===== src/rtl/sync_fifo_flex.sv =====
// rtl/sync_fifo_flex.sv - single-clock FIFO with fill count, thresholds, sticky errors, flush and FWFT
module sync_fifo_flex #(
    parameter int Data_Width = 8,
    parameter int Depth      = 256,
    parameter int Addr_Width = 8,
    parameter int AF_Thresh  = 252,
    parameter int AE_Thresh  = 4,
    parameter int FWFT       = 0
) (
    input  logic                  clk,
    input  logic                  rst,
    input  logic                  clear,
    input  logic                  wr_en,
    input  logic [Data_Width-1:0] data_in,
    input  logic                  rd_en,
    output logic [Data_Width-1:0] data_out,
    output logic                  rd_valid,
    output logic                  full,
    output logic                  empty,
    output logic                  almost_full,
    output logic                  almost_empty,
    output logic [Addr_Width:0]   count,
    output logic                  overflow,
    output logic                  underflow
);

    localparam logic [Addr_Width:0] DEPTH_CNT = (Addr_Width+1)'(Depth);
    localparam logic [Addr_Width:0] AF_CNT    = (Addr_Width+1)'(AF_Thresh);
    localparam logic [Addr_Width:0] AE_CNT    = (Addr_Width+1)'(AE_Thresh);

    logic [Data_Width-1:0] mem [Depth];
    logic [Addr_Width:0]   wr_ptr;
    logic [Addr_Width:0]   rd_ptr;
    logic                  wr_acc;
    logic                  rd_acc;

    // Flags come only from the registered pointers, never from wr_en/rd_en.
    assign count        = wr_ptr - rd_ptr;
    assign full         = (count == DEPTH_CNT);
    assign empty        = (count == '0);
    assign almost_full  = (count >= AF_CNT);
    assign almost_empty = (count <= AE_CNT);

    assign wr_acc = wr_en && !full && !clear;
    assign rd_acc = rd_en && !empty && !clear;

    // Storage is intentionally left out of reset; pointers alone define validity.
    always_ff @(posedge clk) begin
        if (wr_acc) begin
            mem[wr_ptr[Addr_Width-1:0]] <= data_in;
        end
    end

    always_ff @(posedge clk or posedge rst) begin
        if (rst) begin
            wr_ptr    <= '0;
            rd_ptr    <= '0;
            overflow  <= 1'b0;
            underflow <= 1'b0;
        end else if (clear) begin
            wr_ptr    <= '0;
            rd_ptr    <= '0;
            overflow  <= 1'b0;
            underflow <= 1'b0;
        end else begin
            if (wr_acc) begin
                wr_ptr <= wr_ptr + 1'b1;
            end
            if (rd_acc) begin
                rd_ptr <= rd_ptr + 1'b1;
            end
            if (wr_en && full) begin
                overflow <= 1'b1;
            end
            if (rd_en && empty) begin
                underflow <= 1'b1;
            end
        end
    end

    generate
        if (FWFT == 0) begin : g_std
            logic [Data_Width-1:0] data_q;
            logic                  valid_q;

            always_ff @(posedge clk or posedge rst) begin
                if (rst) begin
                    data_q  <= '0;
                    valid_q <= 1'b0;
                end else if (clear) begin
                    data_q  <= '0;
                    valid_q <= 1'b0;
                end else begin
                    valid_q <= rd_acc;
                    if (rd_acc) begin
                        data_q <= mem[rd_ptr[Addr_Width-1:0]];
                    end
                end
            end

            assign data_out = data_q;
            assign rd_valid = valid_q;
        end else begin : g_fwft
            // Head is shown directly; forced to zero while empty so stale entries never leak.
            assign data_out = empty ? '0 : mem[rd_ptr[Addr_Width-1:0]];
            assign rd_valid = !empty;
        end
    endgenerate

endmodule


===== config.mk =====
export PLATFORM = sky130hd
export DESIGN_NAME = sync_fifo_flex
export DESIGN_NICKNAME = d
export VERILOG_FILES = /design/src/rtl/sync_fifo_flex.sv
export SDC_FILE = /design/constraint.sdc
export NUM_CORES = 2
export LEC_CHECK = 0
export CORE_MARGIN = 2
export CORE_UTILIZATION = 35
export DETAILED_ROUTE_END_ITERATION = 10
export HOLD_SLACK_MARGIN = 0.06
export PLACE_DENSITY = 0.55
export SLEW_MARGIN = 20
export SYNTH_ARGS = -nofsm -noshare
export SYNTH_HDL_FRONTEND = slang
export SYNTH_SLANG_ARGS = --single-unit

===== constraint.sdc =====
create_clock -name clk -period 4.1 [get_ports clk]
set_clock_uncertainty 0.15 [all_clocks]
set_input_delay 0.82 -clock clk [delete_from_list [all_inputs] [get_ports clk]]
set_output_delay 0.82 -clock clk [all_outputs]
set_load 0.03 [all_outputs]

==> flow_metrics.env <==
export IMPL_htree_levels=4
export IMPL_drcViolationCount=0
export IMPL_grt_max_degree=133
export IMPL_first_global_vias=42400
export IMPL_nFillCells=19900
export IMPL_via_count=42200
export IMPL_totalWireLength_um=220000
export IMPL_postLayoutSetupSlackWorst_ps=-52.6
export IMPL_synthTopCellsByArea="edfxtp_1 76%, mux4_2 11%, mux2i_1 3.2%, nor2_1 1.6%, a221oi_1 0.93%"
export IMPL_synth_commonest_cells="2,048 x edfxtp_1, 389 x mux4_2, 340 x nor2_1"
export IMPL_insertion_delay_ps=850
export IMPL_fp_dieH_um=485
export IMPL_place_ws_ps=88.8
export IMPL_firstDrtPassIters=5
export IMPL_core_mm2=0.230
export IMPL_numPortBuffers=36
export IMPL_grt_pass1_wl_um=315000
export IMPL_maxCapViolCount=0
export IMPL_hp_class="in2async"
export IMPL_period_share_pct=101
export IMPL_syn_avg_cell_area_um2=20.0
export IMPL_syn_nets=4087
export IMPL_netlist_area_mm2=0.0810
export IMPL_hpwl_um=137000
export IMPL_worstPathMaxFanout=7
export IMPL_yosysTopAreaCell="edfxtp_1"
export IMPL_rows=176
export IMPL_setup_viol=3
export IMPL_cts_sink_count=2077
export IMPL_synth_compound_area_share_pct=3.78
export IMPL_finalHoldViolCount=0
export IMPL_ys_flop_type="edfxtp_1"
export IMPL_gp_congestion=0.836
export IMPL_nets=4631
export IMPL_worst_slew_pin_slew_ps=1130
export IMPL_synth_mux_area_fraction_pct=14.4
export IMPL_synth_top_cell_area_share_pct=75.9
export IMPL_overflow=0
export IMPL_irDropWorstVdd_uv=341
export IMPL_syn_to_final_growth_pct=20.3
export IMPL_ys_ff_latch=2077
export IMPL_p_total_mw=49.9
export IMPL_synth_top_family_by_area="multiplexers"
export IMPL_synth_most_common_cell="edfxtp_1"
export IMPL_fmax_mhz=241
export IMPL_cp_required_ps=3130
export IMPL_clkTransAtPathRegs_ps=70
export IMPL_power_leakage_nw=30.8
export IMPL_grt_antenna_before_repair=3
export IMPL_period_needed_ps=4150
export IMPL_synth_fa_ha_area_share_pct=0.241
export IMPL_drtIter0Drc=4169
export IMPL_path_cells="buf_4, ha_1, nand2b_1, a21oi_1, and3_1, o221ai_2, buf_6, a2111oi_4, buf_4"
export IMPL_drive_above_1_share_pct=31.2
export IMPL_cts_root_buf="clkbuf_16"
export IMPL_synth_distinct_cells=67
export IMPL_syn_inst=4059
export IMPL_rsz0062_at_grt="yes"
export IMPL_synth_xor_area_share_pct=0.119
export IMPL_io_pins=37
export IMPL_cts_tree="yes"
export IMPL_finalMaxSlewViolations=0
export IMPL_yosys_area_share_simple_pct=3.30
export IMPL_critPathMaxStageDelay_ps=500
export IMPL_via_per_inst=5.40
export IMPL_grt_usage_pct=18.5
export IMPL_power_density_mw_per_mm2=512
export IMPL_crit_type="reg2out"
export IMPL_synth_edf_count=2048
export IMPL_die_width_um=485
export IMPL_synthArstFlopShare_pct=1.40
export IMPL_cp_slowest_cell="dfrtp_4"
export IMPL_endpoint_kind="primary output"
export IMPL_setup_tns_final_ps=-83.0
export IMPL_ys_seq_area_share_pct=76.8
export IMPL_wl_per_cell_um=28.2
export IMPL_cts_max_path_buffers=3
export IMPL_die_area_mm2=0.235
export IMPL_status="complete, but fails checks"
export IMPL_yosysWarnings=0
export IMPL_violations="setup timing"
export IMPL_ant_nets=0
export IMPL_cp_arrival_ps=3180
export IMPL_initial_core_util_pct=35.2
export IMPL_slew_headroom_pct=24.6
export IMPL_cts_buffers=207
export IMPL_cp_start_kind="flip-flop"
export IMPL_crit_path_frequent_cell="buf_4"
-- cells by family (layout without fill, tap and decap cells) --
| family | count (synthesis) | after routing |
|---|---|---|
| DFF | 2077 | 2077 |
| muxes | 674 | 674 |
| and+or+nand+nor | 599 | 599 |
| AOI/OAI and AO/OA | 427 | 427 |
| buffers and inverters | 256 | 978 |
| adders and majority gates | 15 | 15 |
| xor gates and xnor gates | 11 | 11 |
| other | 0 | 2 |
-- power by group --
part / internal, mW / total, mW / switching (mW) / leakage (nW)
Clock: 11.1 / 19.2 / 8.08 / 3.35
Combinational: 3.17 / 7.29 / 4.12 / 8.62
Sequential: 23.4 / 23.4 / 0.0475 / 18.8
Total: 37.6 / 49.9 / 12.2 / 30.8
-- critical path: cells and delay by family (launching register included) --
family,cells,cell delay [ps]
buffers and inverters,3,570
AND/OR/NAND/NOR,2,430
AO/OA/AOI/OAI,3,650
flip-flops,1,500
adder cells (fa/ha/maj),1,190
-- flip-flops by register name (all words and copies together), names as in the netlist --
| signal | flops |
|---|---|
| rd_ptr | 9 |
| overflow | 1 |
| underflow | 1 |
| mem | 2048 |
| data_out | 8 |
| wr_ptr | 9 |
| rd_valid | 1 |
-- per-stage QoR --
| step | hold slack (ps) | utilization, % | area (µm²) | instances |
|---|---|---|---|---|
| detailed placement | 347 | 39.3 | 90400 | 7405 |
| global placement | 331 | 39.3 | 90300 | 7404 |
| global route | 194 | 42.4 | 97500 | 7809 |
| CTS | 186 | 42.3 | 97400 | 7805 |
| finish | 230 | 42.4 | 97500 | 7809 |
| floorplan | 391 | - | 81700 | 4059 |
-- area by class of cell --
type                    instances  area (µm²)  share of cell area, %
diodes                          2        5.00                0.00513
clock buffers                 247        5390                   5.53
clock inverters               140        1450                   1.49
inverters                      23        90.1                 0.0924
multi-input cells            1726       18500                   18.9
flip-flops and latches       2077       62200                   63.9
well taps                    3026        3790                   3.88
repair buffers                568        6040                   6.20
-- per-layer routing --
layer	vias up	wire (µm)	global-route usage, %
met2	1435	107000	30.2
met4	0	6590	5.78
met1	22500	93200	25.5
met3	292	13200	2.82
li1	17900	-	-
met5	-	0	0
-- final timing paths --
check                      startpoint  slack (ps)  cells past startpoint      endpoint
setup / recovery            rd_ptr[0]         -50                      9  almost_empty
hold / removal                    rst         230                      3      overflow
setup reg to reg            rd_ptr[0]         130                     14   mem[252][5]
hold reg to reg             underflow         350                      2     underflow
max in group asynchronous         rst        3220                      3     rd_ptr[0]
min in group clk           data_in[4]         230                      1   mem[186][4]
-- layout by cell type (no fill, tap or decap), types with 14 or more instances in the layout --
master           netlist  routed
edfxtp_1            2048    2048
buf_4                 25     404
mux4_2               389     389
mux2i_1              262     262
clkbuf_16              0     210
nor2_1               340     176
buf_12                 0     131
nor2_2                 0     128
o21ai_0               87      86
a221oi_1              86      86
nand2_1              100      84
o22ai_1               61      61
clkinv_1               3      54
clkinv_2               0      42
a22oi_1               40      40
clkbuf_1             120      37
nor2_4                 0      36
a21oi_1               34      33
nor4_1                32      30
bufinv_16              0      27
mux2_2                23      23
nand3_1               22      22
dfrtp_1               29      22
nand4_1               21      21
a31oi_1               21      21
o221ai_1              22      21
nor2b_1               20      17
clkdlybuf4s50_1        0      16
nand2_2                0      15
inv_1                 18      14
a22o_1                14      14
-- repair_timing --
item,in CTS,in global routing
buffers inserted,14,1
pin swaps,14,10
resized for setup,30,10
endpoints found under the hold margin,0,0
endpoints found under the setup margin,6,7
hold buffers,0,0
No activity file was read; power rests on OpenSTA's default activity.
